$ cat src/rtl/traffic_pkg.sv
// Shared definitions for the traffic-light controller family: light encodings,
// default timing parameters and a constant-width helper.
package traffic_pkg;

    // One-hot light encodings used by the light controller.
    typedef enum logic [2:0] {
        RED    = 3'b001,
        YELLOW = 3'b010,
        GREEN  = 3'b100
    } light_t;

    // Fast clock cycles per one-second tick at the board clock rate.
    localparam int DEFAULT_TICK_DIV        = 37500000;
    // Roughly 27 ms of contact bounce rejection at the board clock rate.
    localparam int DEFAULT_DEBOUNCE_CYCLES = 1000000;

    // Ceiling log2, never less than 1 so that counters always have a bit.
    function automatic int clog2(input int value);
        int result;
        result = 0;
        while ((1 << result) < value) begin
            result++;
        end
        return (result < 1) ? 1 : result;
    endfunction

endpackage

$ cat src/rtl/request_conditioner_if.sv
// Signals between the raw pedestrian/vehicle inputs, the request conditioner
// and the light controller.
//
// walk_request / walk_ack form a request/acknowledge pair: walk_request rises
// on a new debounced press and is held; the controller pulses walk_ack for one
// cycle when it has served the request, and walk_request drops on the next
// cycle unless a new press arrives in that same cycle. sensor_request is a
// plain level, and sec_tick is a one-cycle enable with no handshake.
interface request_conditioner_if;
    logic walk_button;
    logic side_sensor;
    logic walk_ack;
    logic walk_request;
    logic sensor_request;
    logic sec_tick;
    logic led_clock;

    // Controller / environment side.
    modport master (
        output walk_button,
        output side_sensor,
        output walk_ack,
        input  walk_request,
        input  sensor_request,
        input  sec_tick,
        input  led_clock
    );

    // Request conditioner side.
    modport slave (
        input  walk_button,
        input  side_sensor,
        input  walk_ack,
        output walk_request,
        output sensor_request,
        output sec_tick,
        output led_clock
    );
endinterface

$ cat src/rtl/debounce.sv
// Two-flop synchronizer followed by an optional run-length debouncer.
// Build option: define TRAFFIC_DEBOUNCE_EN to insert the debouncer; without it
// the level output is the synchronizer output and DEBOUNCE_CYCLES is ignored.
module debounce
    import traffic_pkg::*;
#(
    parameter int DEBOUNCE_CYCLES = DEFAULT_DEBOUNCE_CYCLES
) (
    input  logic fast_clock,
    input  logic reset,
    input  logic raw_in,
    output logic level
);

    logic sync_meta;
    logic sync_out;

    // Bring the asynchronous input into the fast_clock domain.
    always_ff @(posedge fast_clock) begin
        if (reset) begin
            sync_meta <= 1'b0;
            sync_out  <= 1'b0;
        end else begin
            sync_meta <= raw_in;
            sync_out  <= sync_meta;
        end
    end

`ifdef TRAFFIC_DEBOUNCE_EN
    localparam int CNT_W = clog2(DEBOUNCE_CYCLES + 1);
    localparam logic [CNT_W-1:0] CNT_LAST = CNT_W'(DEBOUNCE_CYCLES - 1);

    logic [CNT_W-1:0] run_count;
    logic             stable;

    // Accept a new level only after it has differed from the stable value for
    // DEBOUNCE_CYCLES consecutive cycles; any agreement restarts the run.
    always_ff @(posedge fast_clock) begin
        if (reset) begin
            stable    <= 1'b0;
            run_count <= '0;
        end else if (sync_out == stable) begin
            run_count <= '0;
        end else if (run_count == CNT_LAST) begin
            stable    <= sync_out;
            run_count <= '0;
        end else begin
            run_count <= run_count + CNT_W'(1);
        end
    end

    assign level = stable;
`else
    localparam int debounce_cycles_unused = DEBOUNCE_CYCLES;

    assign level = sync_out;
`endif

endmodule

$ cat src/rtl/request_conditioner.sv
// Conditions the raw pedestrian button and side-street sensor for the light
// controller and generates its one-second time base and a blinking LED clock.
// Build option: TRAFFIC_DEBOUNCE_EN enables the debouncers inside debounce.
module request_conditioner
    import traffic_pkg::*;
#(
    parameter int TICK_DIV        = DEFAULT_TICK_DIV,
    parameter int DEBOUNCE_CYCLES = DEFAULT_DEBOUNCE_CYCLES
) (
    input  logic                   fast_clock,
    input  logic                   reset,
    request_conditioner_if.slave   bus
);

    localparam int TICK_W = clog2(TICK_DIV);
    localparam logic [TICK_W-1:0] TICK_LAST = TICK_W'(TICK_DIV - 1);

    logic walk_level;
    logic side_level;
    logic walk_level_d;
    logic walk_rise;
    logic walk_request_q;
    logic sensor_request_q;

    logic [TICK_W-1:0] tick_count;
    logic              tick_hit;
    logic              led_q;

    debounce #(.DEBOUNCE_CYCLES(DEBOUNCE_CYCLES)) walk_deb (
        .fast_clock (fast_clock),
        .reset      (reset),
        .raw_in     (bus.walk_button),
        .level      (walk_level)
    );

    debounce #(.DEBOUNCE_CYCLES(DEBOUNCE_CYCLES)) side_deb (
        .fast_clock (fast_clock),
        .reset      (reset),
        .raw_in     (bus.side_sensor),
        .level      (side_level)
    );

    // A press is the rising edge of the debounced level, so a held button
    // cannot re-arm the request.
    assign walk_rise = walk_level & ~walk_level_d;

    // Latch walk presses until acknowledged (a simultaneous press wins) and
    // register the sensor level.
    always_ff @(posedge fast_clock) begin
        if (reset) begin
            walk_level_d     <= 1'b0;
            walk_request_q   <= 1'b0;
            sensor_request_q <= 1'b0;
        end else begin
            walk_level_d     <= walk_level;
            sensor_request_q <= side_level;
            if (walk_rise) begin
                walk_request_q <= 1'b1;
            end else if (bus.walk_ack) begin
                walk_request_q <= 1'b0;
            end
        end
    end

    assign tick_hit = (tick_count == TICK_LAST);

    // Free-running 0..TICK_DIV-1 counter and LED toggle one cycle after each tick.
    always_ff @(posedge fast_clock) begin
        if (reset) begin
            tick_count <= '0;
            led_q      <= 1'b0;
        end else begin
            tick_count <= tick_hit ? '0 : tick_count + TICK_W'(1);
            led_q      <= led_q ^ tick_hit;
        end
    end

    assign bus.walk_request   = walk_request_q;
    assign bus.sensor_request = sensor_request_q;
    assign bus.sec_tick       = tick_hit;
    assign bus.led_clock      = led_q;

endmodule
$ cat src/flat_wrapper.sv
// flat-port wrapper written by rule: the top's interface ports become plain ports
module request_conditioner_flat import traffic_pkg::*;
#(
    parameter int TICK_DIV        = DEFAULT_TICK_DIV,
    parameter int DEBOUNCE_CYCLES = DEFAULT_DEBOUNCE_CYCLES
)
  (fast_clock, reset, bus_walk_button, bus_side_sensor, bus_walk_ack, bus_walk_request, bus_sensor_request, bus_sec_tick, bus_led_clock);
  request_conditioner_if bus_i ();
  input  logic fast_clock;
  input  logic reset;
  input wire logic [$bits(bus_i.walk_button)-1:0] bus_walk_button;
  input wire logic [$bits(bus_i.side_sensor)-1:0] bus_side_sensor;
  input wire logic [$bits(bus_i.walk_ack)-1:0] bus_walk_ack;
  output wire logic [$bits(bus_i.walk_request)-1:0] bus_walk_request;
  output wire logic [$bits(bus_i.sensor_request)-1:0] bus_sensor_request;
  output wire logic [$bits(bus_i.sec_tick)-1:0] bus_sec_tick;
  output wire logic [$bits(bus_i.led_clock)-1:0] bus_led_clock;
  assign bus_i.walk_button = bus_walk_button;
  assign bus_i.side_sensor = bus_side_sensor;
  assign bus_i.walk_ack = bus_walk_ack;
  assign bus_walk_request = bus_i.walk_request;
  assign bus_sensor_request = bus_i.sensor_request;
  assign bus_sec_tick = bus_i.sec_tick;
  assign bus_led_clock = bus_i.led_clock;
  request_conditioner #(.TICK_DIV(TICK_DIV), .DEBOUNCE_CYCLES(DEBOUNCE_CYCLES)) u_core (.fast_clock(fast_clock), .reset(reset), .bus(bus_i));
endmodule
$ cat config.mk
export PLATFORM = sky130hd
export DESIGN_NAME = request_conditioner_flat
export DESIGN_NICKNAME = d
export VERILOG_FILES = /design/src/rtl/traffic_pkg.sv /design/src/rtl/request_conditioner_if.sv /design/src/rtl/debounce.sv /design/src/rtl/request_conditioner.sv /design/src/flat_wrapper.sv
export SDC_FILE = /design/constraint.sdc
export NUM_CORES = 1
export LEC_CHECK = 0
export BUFFER_PORTS_ARGS = -buffer_cell sky130_fd_sc_hd__clkbuf_2
export CAP_MARGIN = 20
export CELL_PAD_IN_SITES_DETAIL_PLACEMENT = 1
export CELL_PAD_IN_SITES_GLOBAL_PLACEMENT = 1
export CORE_UTILIZATION = 51
export CTS_BUF_LIST = sky130_fd_sc_hd__clkbuf_4
export DETAILED_ROUTE_END_ITERATION = 6
export PLACE_DENSITY_LB_ADDON = 0.08
export SLEW_MARGIN = 25
export SYNTH_ARGS = -nofsm -noshare
export SYNTH_HDL_FRONTEND = slang
export SYNTH_SLANG_ARGS = --single-unit
$ cat constraint.sdc
create_clock -name fast_clock -period 3.5 [get_ports fast_clock]
set_input_delay 0.35 -clock fast_clock [delete_from_list [all_inputs] [get_ports fast_clock]]
set_output_delay 0.35 -clock fast_clock [all_outputs]
set_load 0.01 [all_outputs]
### Word-level counts from Yosys, hierarchy flattened

Index checks and enable logic that the tools add are counted.

* add/subtract/negate cells: 1
* equal/unequal tests: 1
* mux-type cells: 2
* bitwise operators: 3
* reduce and logical (&&, ||, !) cells: 2

Operator list (count)
* 26-bit by 1-bit adder with 26-bit output, second input constant: 1
* 26-bit equality test, second input constant: 1
* 1-bit two-way mux: 2
* 2-bit nonzero test: 1
* 2-bit OR reduction: 1
* 1-bit bitwise AND: 1
* 1-bit inverter: 1
* 1-bit XOR: 1

* flip-flop bits (word level): 34
* output and inout bits: 4

### Longest topological paths before layout

Gate-level depths: netlist (run 1).

* depth after elaboration: 3
* depth in mapped cells: 6
* mapped depth without buffers: 5

### Modules after synthesis

From an unflattened synthesis (run 1), not the netlist that was laid out.

* cells, all modules: 162
* area, all modules: 1460.2 µm²

Modules (own cells, without submodules)
* request_conditioner: times used 1, cells an instance 154, area each 1355.0 µm², seq. area each 600.6 µm²
* debounce: times used 2, cells an instance 4, area each 52.6 µm², seq. area each 40.0 µm²

### Worst setup path after synthesis (run 1)

Ideal clock, no wire load.

* kind: flip-flop to flip-flop
* from: register u_core.tick_count[0]
* to: register u_core.tick_count[18]
* setup time: 0.071 ns
* arrival time: 1.843 ns
* setup slack: 1.586 ns
* cell stages (with the launch flop): 6
* buffers on the path: 0
* path through: dfxtp_1 -> ha_1 -> nand4_1 -> or4_1 -> or3_1 -> a21oi_1

* longest elaborated chain between the ends: 2
* elaborated cells between the ends (all ways): 3
* those cells by class: add/sub (1); eq/ne (1); reduce/logical (1)

RTL lines
* start, declared: line request_conditioner.sv:25 `logic [TICK_W-1:0] tick_count;`
* start signal, assigned: line request_conditioner.sv:73 `tick_count <= tick_hit ? '0 : tick_count + TICK_W'(1);`
* branches (longest 2 deep; another with 26-bit by 1-bit adder with 26-bit output)

Parallel ways; which one is timed is not known.
A chain may end at the register's enable or synchronous reset.

### Worst setup path in the final report (run 1)

* from: register u_core.tick_count[0]
* to: output port bus_sec_tick

* longest elaborated chain between the ends: 1

RTL lines
* 26-bit equality test: line request_conditioner.sv:65 `assign tick_hit = (tick_count == TICK_LAST);`
* end, declared: line flat_wrapper.sv:16 `output wire logic [$bits(bus_i.sec_tick)-1:0] bus_sec_tick;`

Every way passes these cells.

==> summary.md, run 1 <==
| Metric | Value |
|---|---|
| Status | `finished clean` |
| Fmax | `between 400 and 500 MHz` |
| Synth top area share | `46.5%` |
| Sequential area share after synthesis | `46.5%` |
| CP Launch Type | `register` |
| H-tree Lvls | `2` |
| CTS tree | `yes` |
| Mapped cell area | `between 1000 and 1500 sq um` |
| Worst Path Max Fanout | `7` |
| Postcts setup bufs | `0` |
| Syn Area/Cell | `8.67 sq um` |
| Hold_ws | `0.231 ns` |
| Starting Density | `53.6%` |
| Cell Count, Final, Fillers Out | `212` |
| Chip Width | `55.6 um` |
| Critical R2R Launch | `u_core.tick_count[0]$_SDFF_PP0_` |
| Req. time, crit path | `3.15 ns` |
| Die area | `3090 sq um` |
| Largest net degree at the start of global routing | `17` |
| Clock Skew | `0.00680 ns` |
| Chip height | `55.6 um` |
| RSZ-0062 raised after global routing | `no` |
| Worst hold path class | `in -> reg` |
| Vias post-DR | `1278` |
| Iteration count of the initial detailed-routing pass | `4` |
| Setup violations, final | `0` |
| Layout area overhead | `8.20%` |
| Post-Syn Instances | `169` |
| Root buffer cell | `clkbuf_4` |
| Min cycle time layout | `2.24 ns` |
| Tightest Pin Transition | `0.442 ns` |
| R2R setup slack | `1.28 ns` |
| Slew Limit Fails | `0` |
| CP Launch Point | `u_core.tick_count[0]$_SDFF_PP0_` |
| Number of port buffers | `8` |
| GRT overflow | `0` |
| Total of max-cap violations | `0` |
| HPWL Detailed | `2280 um` |
| Worst path slowest cell | `dfxtp_1` |
| Crit-path cells | `ha_1 -> nand4_1 -> nand4bb_1 -> nor2_1 -> clkbuf_2` |
| FF+latch count, synth | `34` |
| GR Util All Layers | `22.9%` |
| Top cells by area, synth | `dfxtp_1 46%, a21oi_1 5.1%, nor2_1 4.9%` |
| Fin Setup TNS | `0 ns` |
| I/O Pins | `9` |
| Wirelength per Cell | `15.0 um` |
| Synth area leader | `dfxtp_1` |
| Critical path arrival | `1.89 ns` |
| Terminus of the critical flop-to-flop path | `u_core.tick_count[18]$_SDFF_PP0_` |
| Peak supply drop | `approximately 0.35 mV` |
| Clk slew on worst S/H paths | `0.10 ns` |
| FP Rows | `19` |
| Crit Path Category | `reg -> out` |
| Pleak | `approximately 0.50 nW` |
| Routed Antenna Nets | `0` |
| Vias per cell | `6.03` |
| Normalized max-slew margin | `between 70% and 80%` |
| Core Region | `2730 sq um` |
| # hold bufs at CTS | `0` |
| Syn_nets | `175` |
| Ratio of cells with drive above 1 in the final layout | `10.5%` |
| Vias in the first global route | `1249` |
| CTS Buf Count | `5` |
| Clk buf depth | `2` |
| Power per cell area | `394 nW/um^2` |
| First-pass GRT wire length | `5540 um` |
| DRC viols | `0` |
| Final Hold Fails | `0` |
| Worst-Skew Late Latency | `0.33 ns` |
| Warnings, synthesis | `0` |
| Initial antenna violation count | `0` |
| Hold depth | `2` |
| GP Congestion | `between 0.7 and 0.8` |
| Hold path endpoint | `u_core.side_deb.sync_meta$_SDFF_PP0_` |
| Inst Count DP | `just over 200` |
| Cts repair resizes | `0` |
| Synth cell types | `31` |
| Min-delay src | `bus_side_sensor` |
| Crit end category | `output pin` |
| Antenna fix cells | `0` |
| Layout net count | `186` |
| Cell count of the worst reg-to-reg path | `5` |
| Routed WL | `roughly 3200 um` |
| DR iter-0 viols | `43` |
| Slowest stage delay, CP | `0.40 ns` |
| Period utilization | `63.9%` |
| Sink Count | `34` |
==> layout make-up <==
type                    instances  area (sq um)
clock buffers                   6          45.0
clock inverters                 2          8.76
fillers                       332          1150
inverters                       5          18.8
multi-input cells             124           738
flip-flops and latches         34           681
well taps                      31          38.8
repair buffers                 10          55.1
==> routing by layer <==
layer  routed length [um]  global-route usage (%)
met1                 1430                    26.1
met4                   27                    7.14
met5                    0                       0
met3                   69                    6.28
met2                 1650                    41.1
==> flip-flops by register name, indices dropped and copies added (netlist names) <==
register,cells
u_core.bus.led_clock,1
u_core.bus.sensor_request,1
u_core.bus.walk_request,1
u_core.side_deb.level,1
u_core.side_deb.sync_meta,1
u_core.tick_count,26
u_core.walk_deb.level,1
u_core.walk_deb.sync_meta,1
u_core.walk_level_d,1
==> per-stage QoR <==
stage / worst slack (ns) / power [mW] / instance area (sq um) / utilization [%]
4_1_cts: 1.22 / 0.637 / 1590 / 58.0
3_5_place_dp: 1.32 / 0.426 / 1530 / 56.0
2_1_floorplan: 1.59 / 0.417 / 1470 / -
3_3_place_gp: 1.40 / 0.424 / 1530 / 56.0
5_1_grt: 1.12 / 0.654 / 1590 / 58.0
6_report: 1.26 / 0.624 / 1590 / 58.0
==> cell usage after synthesis <==
library cell	count
a21oi_1	15
and3_1	3
and4_1	2
buf_2	1
buf_4	1
clkbuf_1	4
dfxtp_1	34
ha_1	1
inv_1	5
nand2_1	8
nand2b_1	2
nand3_1	12
nand3_2	1
nand4_1	4
nand4b_1	1
nand4bb_1	1
nor2_1	19
nor2b_1	6
nor3_1	2
nor4_1	3
nor4b_1	2
o21ai_0	9
o21bai_1	1
o31ai_1	4
o41ai_1	1
or3_1	7
or3_2	1
or4_1	7
or4b_1	1
xnor2_1	8
xor2_1	3
==> cells by family after synthesis <==
kind of cell	after synthesis	share of synthesized area, %
simple gates	82	31.6
fa+ha+maj	1	0.854
xor+xnor	11	6.58
compound gates	30	11.4
flops	34	46.5
buf+inv	11	3.16
==> where the power goes <==
part	internal [mW]	switching, mW	total, mW
logic	0.00856	0.0113	0.0199
clock network	0.0832	0.125	0.208
registers	0.393	0.00406	0.397
total	0.484	0.140	0.624
==> worst max path at each step <==
stage | to | slack [ns]
after floorplan | u_core.tick_count[18]$_SDFF_PP0_ | 1.59
after global placement | u_core.tick_count[20]$_SDFF_PP0_ | 1.40
after detailed placement | u_core.tick_count[18]$_SDFF_PP0_ | 1.32
after CTS | bus_sec_tick | 1.22
after global routing | bus_sec_tick | 1.12
final | bus_sec_tick | 1.26
==> worst max-delay path: cells and delay by family (launching register included) <==
family	cells	cell delay, ns
adders and majority gates	1	0.23
buffers and inverters	1	0.15
DFF	1	0.40
and+or+nand+nor	3	0.78
==> placed cells by master, fill, tap and decap left out, types with 2 or more instances in the layout <==
cell type,count
dfxtp_1,34
nor2_1,19
a21oi_1,15
nand3_1,12
o21ai_0,9
nand2_1,8
xnor2_1,8
clkbuf_2,8
or4_1,7
or3_1,7
nor2b_1,6
clkbuf_4,6
inv_1,5
nand4_1,4
o31ai_1,4
nor4_1,3
xor2_1,3
and3_1,3
and4_1,2
nor4b_1,2
nor3_1,2
nand2b_1,2
buf_4,2
Note: power is estimated with default switching activity, not from simulation.
==> inputs of run 2 (changes only) <==
- CORE_UTILIZATION: 51 -> 47
- clock period: 3.5 -> 2.3 ns (I/O delays scaled with it)
==> run 2 against run 1 <==
Compared with the run above: the flow now finishes with violations (design-rule violations); hold slack got worse by 0.13 ns; core utilization decreased by 1.4 points; wire length decreased by 2.7%; register-to-register slack got worse by 1.1 ns; power increased by 67%; global-route usage decreased by 1.4 points; sequential share of layout area decreased by 0.77 points; via count decreased by 1.6%; flip-flop and latch count unchanged; combinational power increased by 44%; setup slack got worse by 1.0 ns.
==> summary.md, run 2 (synthesized netlist as in run 1, its figures left out) <==
| Metric | Value |
|---|---|
| Crit Path Category | `reg -> reg` |
| Period utilization | `90.4%` |
| Crit-path cells | `ha_1 -> nand4_1 -> or4_1 -> or3_1 -> a21oi_1` |
| Initial antenna violation count | `0 (unchanged)` |
| Clk slew on worst S/H paths | `0.10 ns (about the same)` |
| Ratio of cells with drive above 1 in the final layout | `11.0% (+0.55 points)` |
| Iteration count of the initial detailed-routing pass | `6 (+2)` |
| Routed WL | `3100 um (-2.7%)` |
| CP top delay family | `simple AND/OR/NAND/NOR gates` |
| # hold bufs at CTS | `0 (unchanged)` |
| Number of flip-flops in the largest register | `26 (unchanged)` |
| Worst-Skew Late Latency | `0.33 ns (about the same)` |
| Number of port buffers | `8 (unchanged)` |
| Cell count of the worst reg-to-reg path | `5 (unchanged)` |
| Total of max-cap violations | `0 (unchanged)` |
| Clock Skew | `0.00152 ns (-0.00528 ns)` |
| H-tree Lvls | `2 (unchanged)` |
| First-pass GRT wire length | `5440 um (-1.7%)` |
| Worst hold path class | `in -> reg` |
| Req. time, crit path | `2.57 ns (-0.58 ns)` |
| CTS tree | `yes` |
| Starting Density | `51.4% (-2.2 points)` |
| DRC viols | `1 (+1)` |
| Layout area overhead | `10.2%` |
| Most frequent cells in the layout | `34 x dfxtp_1, 19 x nor2_1, 15 x a21oi_1` |
| Crit end category | `register` |
| Vias per cell | `5.93 (-1.6%)` |
| Fin Setup TNS | `0 ns (unchanged)` |
| Number of cells on the critical path | `5 (unchanged)` |
| GRT overflow | `0 (unchanged)` |
| R2R setup slack | `0.22 ns (-1.06 ns)` |
| CP Launch Type | `register` |
| Hold depth | `2 (unchanged)` |
| GR Util All Layers | `21.5% (-1.4 points)` |
| Largest Register | `u_core.tick_count` |
| GP Congestion | `0.766 (+0.90%)` |
| Failing checks | `design-rule violations` |
| Peak supply drop | `0.294 mV (-17%)` |
| Worst Path Buf+Inv | `0 (-1)` |
| Vias in the first global route | `1227 (-1.8%)` |
| Clk buf depth | `2 (unchanged)` |
| I/O Pins | `9 (unchanged)` |
| Normalized max-slew margin | `77.7% (+7.2 points)` |
| Largest net degree at the start of global routing | `27 (+10)` |
| Critical path arrival | `2.35 ns (+0.46 ns)` |
| Core Util, Final | `56.6% (-1.4 points)` |
| Chip Width | `57.8 um (+4.0%)` |
| Switching part of the total power | `20.4% (-2.0 points)` |
| CTS Buf Count | `5 (unchanged)` |
| Gate power share | `2.7% (-0.5 points)` |
| Wirelength per Cell | `14.6 um (-2.7%)` |
| Internal power consumption | `829 uW (+71%)` |
| Slowest stage delay, CP | `0.68 ns (+0.28 ns)` |
| Layout net count | `187 (+0.54%)` |
| Sw Pwr | `213 uW (+52%)` |
| Antenna fix cells | `0 (unchanged)` |
| Die area | `3340 sq um (+8.2%)` |
| Min cycle time layout | `2.08 ns` |
| Slew Limit Fails | `0 (unchanged)` |
| FP Rows | `19 (unchanged)` |
| Power per cell area | `645 nW/um^2 (+64%)` |
| Chip height | `57.8 um (+4.0%)` |
| Sequential power share | `57.9% (-5.6 points)` |
| Root buffer cell | `clkbuf_4` |
| Pleak | `0.508 nW (+2.2%)` |
| Routed Antenna Nets | `0 (unchanged)` |
| Fmax | `a little under 500 MHz` |
| Tightest Pin Transition | `0.332 ns (-0.110 ns)` |
| Sink Count | `34 (unchanged)` |
| DR iter-0 viols | `21 (-51%)` |
| Worst path slowest cell | `or4_1` |
| Final Hold Fails | `0 (unchanged)` |
| Setup violations, final | `0 (unchanged)` |
| Worst Path Max Fanout | `5 (-2)` |
| RSZ-0062 raised after global routing | `no` |
| Core Region | `2850 sq um (+4.3%)` |
| Commonest non-fill, non-tap cell in the layout | `dfxtp_1` |
| HPWL Detailed | `2160 um (-5.0%)` |
| Status | `complete, but fails checks` |
| Clock Power Share | `39.3% (+6.0 points)` |
| Vias post-DR | `1257 (-1.6%)` |
run 2: changes by cell type in the layout (fill, tap and decap cells not counted):
cell	previous run	this run
clkinv_2	1	0
buf_4	2	3
bufinv_16	0	1
or4_1	7	6
clkbuf_4	6	5
or4_4	0	1
run 2: worst paths after layout:
| kind | from | end |
|---|---|---|
| worst min-delay path | bus_walk_button | u_core.walk_deb.sync_meta$_SDFF_PP0_ |
| worst max register to register | u_core.tick_count[0]$_SDFF_PP0_ | u_core.tick_count[18]$_SDFF_PP0_ |
| worst min register to register | u_core.side_deb.sync_meta$_SDFF_PP0_ | u_core.side_deb.level$_SDFF_PP0_ |
| worst max-delay path | u_core.tick_count[0]$_SDFF_PP0_ | u_core.tick_count[18]$_SDFF_PP0_ |
run 2: through the flow:
stage	area (sq um)	total power, mW	std cells	hold WS, ns	worst slack (ns)
2_1_floorplan	1470	0.634	169	0.299	0.386
3_3_place_gp	1540	0.644	205	0.415	0.269
3_5_place_dp	1540	0.646	205	0.431	0.117
4_1_cts	1610	1.05	212	0.0948	0.0811
5_1_grt	1610	1.08	212	0.0901	0.0960
6_report	1610	1.04	212	0.102	0.220
run 2: what timing repair did:
action | in CTS | in global routing
setup buffers | 0 | 0
endpoints found under the hold margin | 0 | 0
setup endpoints to repair | 0 | 1
gates resized for setup | 0 | 1
run 2: layout make-up:
class / instances / area (sq um)
Sequential cell: 34 / 681
Clock inverter: 2 / 33.8
Clock buffer: 5 / 37.5
Timing Repair Buffer: 11 / 62.6
Tap cell: 31 / 38.8
Inverter: 5 / 18.8
Multi-Input combinational cell: 124 / 742
Fill cell: 349 / 1240
run 2: power by group through the flow:
stage	combinational (mW)	sequential, mW	clock [mW]
global placement	0.0276	0.617	0
finish	0.0286	0.603	0.410
detailed placement	0.0291	0.617	0
global route	0.0336	0.605	0.440
CTS	0.0293	0.604	0.417
floorplan	0.0175	0.617	0
run 2: layer usage:
layer / track usage, % / vias to the layer above / part of all wire (%)
met2: 36.6 / 14 / 49
met4: 8.16 / 0 / 1.6
met1: 25.6 / 602 / 47
met3: 6.03 / 7 / 2.5
li1: - / 634 / -
met5: 0 / - / 0
run 2: worst register-to-register path, cell delays in order, from the launching register on:
cell and delay, ns:
dfxtp_1 0.39, ha_1 0.23, nand4_1 0.18, or4_1 0.68, or3_1 0.39, a21oi_1 0.15
==> inputs of run 3 (changes only) <==
- CTS_BUF_LIST: sky130_fd_sc_hd__clkbuf_4 -> sky130_fd_sc_hd__clkbuf_2 sky130_fd_sc_hd__clkbuf_4 sky130_fd_sc_hd__clkbuf_8
- SLEW_MARGIN: 25 -> default
==> run 3 against run 2 <==
Compared with the run above: the run still ends with design-rule violations left; setup slack worse by 0.0085 ns; register-to-register slack hardly changed; die area stayed put; wire length is 0.42% lower; non-clock buffer count stayed put; flip-flop and latch count stayed put; critical path depth stayed put; clock-buffer cell count is 1 higher; core utilization is 0.35 points higher; critical path type unchanged.
==> summary.md, run 3 (synthesized netlist as in run 1, its figures left out) <==
| Metric | Value |
|---|---|
| DRC viols | `1 (unchanged)` |
| Min cycle time layout | `2.09 ns (+0.00853 ns)` |
| I/O Pins | `9 (unchanged)` |
| Layout area overhead | `10.8%` |
| FP Rows | `19 (unchanged)` |
| Clk slew on worst S/H paths | `0.10 ns (about the same)` |
| Internal power consumption | `862 uW (+4.0%)` |
| CTS tree | `yes` |
| Req. time, crit path | `2.57 ns (about the same)` |
| CP Launch Type | `register` |
| Period utilization | `90.8% (+0.37 points)` |
| Hold path endpoint | `u_core.walk_deb.sync_meta$_SDFF_PP0_` |
| Commonest non-fill, non-tap cell in the layout | `dfxtp_1` |
| Routed Antenna Nets | `0 (unchanged)` |
| Setup violations, final | `0 (unchanged)` |
| Hold_ws | `0.0949 ns (-0.00731 ns)` |
| Pleak | `0.514 nW (+1.1%)` |
| Sequential power share | `56.0% (-1.9 points)` |
| Worst Path Max Fanout | `5 (unchanged)` |
| Terminus of the critical flop-to-flop path | `u_core.tick_count[18]$_SDFF_PP0_` |
| GRT overflow | `0 (unchanged)` |
| Instance area at placement | `1540 sq um (unchanged)` |
| Chip height | `57.8 um (unchanged)` |
| First-pass GRT wire length | `5420 um (-0.51%)` |
| HPWL Detailed | `2160 um (unchanged)` |
| CTS Buf Count | `5 (unchanged)` |
| Postcts setup bufs | `0 (unchanged)` |
| R2R setup slack | `0.21 ns (about the same)` |
| Status | `complete, but fails checks` |
| Switching part of the total power | `19.9% (-0.49 points)` |
| Wirelength per Cell | `14.5 um (-0.42%)` |
| Clock Skew | `0.00251 ns (+0.000991 ns)` |
| Crit Path Category | `reg -> reg` |
| Crit-path cells | `ha_1 -> nand4_1 -> or4_1 -> or3_1 -> a21oi_1` |
| Ratio of cells with drive above 1 in the final layout | `11.6% (+0.55 points)` |
| GP Congestion | `0.766 (unchanged)` |
| Crit end category | `register` |
| Critical path arrival | `2.36 ns (about the same)` |
| Clock Power Share | `41.3% (+2.0 points)` |
| Fmax | `479 MHz (-0.41%)` |
| Largest Register | `u_core.tick_count` |
| Largest net degree at the start of global routing | `27 (unchanged)` |
| RSZ-0062 raised after global routing | `no` |
| Critical R2R Launch | `u_core.tick_count[0]$_SDFF_PP0_` |
| Number of flip-flops in the largest register | `26 (unchanged)` |
| Layout net count | `187 (unchanged)` |
| Root buffer cell | `clkbuf_4` |
| Peak supply drop | `0.510 mV (+73%)` |
| Power per cell area | `663 nW/um^2 (+2.7%)` |
| Starting Density | `51.4% (unchanged)` |
| Normalized max-slew margin | `76.3% (-1.4 points)` |
| Tightest Pin Transition | `0.352 ns (+0.0207 ns)` |
| Worst-Skew Late Latency | `0.34 ns (about the same)` |
| Worst path slowest cell | `or4_1` |
| DR iter-0 viols | `28 (+33%)` |
| Cell count of the worst reg-to-reg path | `5 (unchanged)` |
| Cts repair resizes | `0 (unchanged)` |
| Vias per cell | `5.90 (-0.56%)` |
| H-tree Lvls | `2 (unchanged)` |
| Failing checks | `design-rule violations` |
| Total of max-cap violations | `0 (unchanged)` |
| Slowest stage delay, CP | `0.69 ns (about the same)` |
| Hold depth | `2 (unchanged)` |
| Vias in the first global route | `1214 (-1.1%)` |
| Min-delay src | `bus_walk_button` |
| Slew Limit Fails | `0 (unchanged)` |
| Final instance area | `1620 sq um (+0.62%)` |
| Vias post-DR | `1250 (-0.56%)` |
| Iteration count of the initial detailed-routing pass | `6 (unchanged)` |
| Gate power share | `2.7% (about the same)` |
| GR Util All Layers | `21.6% (+0.094 points)` |
| Sink Count | `34 (unchanged)` |
| Initial antenna violation count | `0 (unchanged)` |
| Clk buf depth | `2 (unchanged)` |
| Number of port buffers | `8 (unchanged)` |
| Fin Setup TNS | `0 ns (unchanged)` |
| Die area | `3340 sq um (unchanged)` |
| Core Region | `2850 sq um (unchanged)` |
| Antenna fix cells | `0 (unchanged)` |
| Worst hold path class | `in -> reg` |
| # hold bufs at CTS | `0 (unchanged)` |
| Most frequent cells in the layout | `34 x dfxtp_1, 19 x nor2_1, 15 x a21oi_1` |
| Routed WL | `3080 um (-0.42%)` |
| Final Hold Fails | `0 (unchanged)` |
| Sw Pwr | `214 uW (+0.87%)` |
| Chip Width | `57.8 um (unchanged)` |
run 3: changes by cell type in the layout (fill, tap and decap cells not counted):
cell / before / now
clkbuf_8: 0 / 1
clkinv_1: 1 / 0
run 3: critical path: cells and delay by family (launching register included):
family / cells / cell delay, ns
fa+ha+maj: 1 / 0.23
flops: 1 / 0.39
simple gates: 3 / 1.26
compound gates: 1 / 0.15
run 3: how the worst max path moves through the flow:
stage | slack (ns) | cells past startpoint | to | startpoint
after floorplan | 0.39 | 5 | u_core.tick_count[18]$_SDFF_PP0_ | u_core.tick_count[0]$_SDFF_PP0_
after global placement | 0.27 | 4 | u_core.tick_count[17]$_SDFF_PP0_ | u_core.tick_count[2]$_SDFF_PP0_
after detailed placement | 0.12 | 4 | u_core.tick_count[21]$_SDFF_PP0_ | u_core.tick_count[2]$_SDFF_PP0_
after CTS | 0.08 | 4 | u_core.tick_count[21]$_SDFF_PP0_ | u_core.tick_count[2]$_SDFF_PP0_
after global routing | 0.08 | 5 | u_core.tick_count[18]$_SDFF_PP0_ | u_core.tick_count[0]$_SDFF_PP0_
final | 0.21 | 5 | u_core.tick_count[18]$_SDFF_PP0_ | u_core.tick_count[0]$_SDFF_PP0_
run 3: routing by layer:
layer | vias up | GRT usage [%] | routed length (um)
met4 | 0 | 9.18 | 55
met5 | - | 0 | 0
met1 | 594 | 25.9 | 1450
met2 | 14 | 35.6 | 1490
met3 | 7 | 6.70 | 89
li1 | 635 | - | -
run 3: power groups by stage:
| stage | combinational (mW) | sequential [mW] | clock (mW) |
|---|---|---|---|
| after detailed placement | 0.0291 | 0.617 | 0 |
| after global routing | 0.0335 | 0.605 | 0.477 |
| after floorplan | 0.0175 | 0.617 | 0 |
| after global placement | 0.0276 | 0.617 | 0 |
| final | 0.0287 | 0.603 | 0.445 |
| after CTS | 0.0293 | 0.604 | 0.456 |
run 3: final cells by class:
| class | instances | area [sq um] |
|---|---|---|
| clock inverters | 1 | 30.0 |
| multi-input cells | 124 | 742 |
| clock buffers | 6 | 51.3 |
| repair buffers | 11 | 62.6 |
| fillers | 354 | 1230 |
| flip-flops and latches | 34 | 681 |
| inverters | 5 | 18.8 |
| well taps | 31 | 38.8 |
run 3: stage by stage:
stage               power, mW  setup slack (ns)  cells  utilization, %
global route             1.12            0.0831    212            56.9
CTS                      1.09            0.0811    212            56.8
detailed placement      0.646             0.117    205            53.9
finish                   1.08             0.212    212            56.9
floorplan               0.634             0.386    169               -
global placement        0.644             0.269    205            53.9
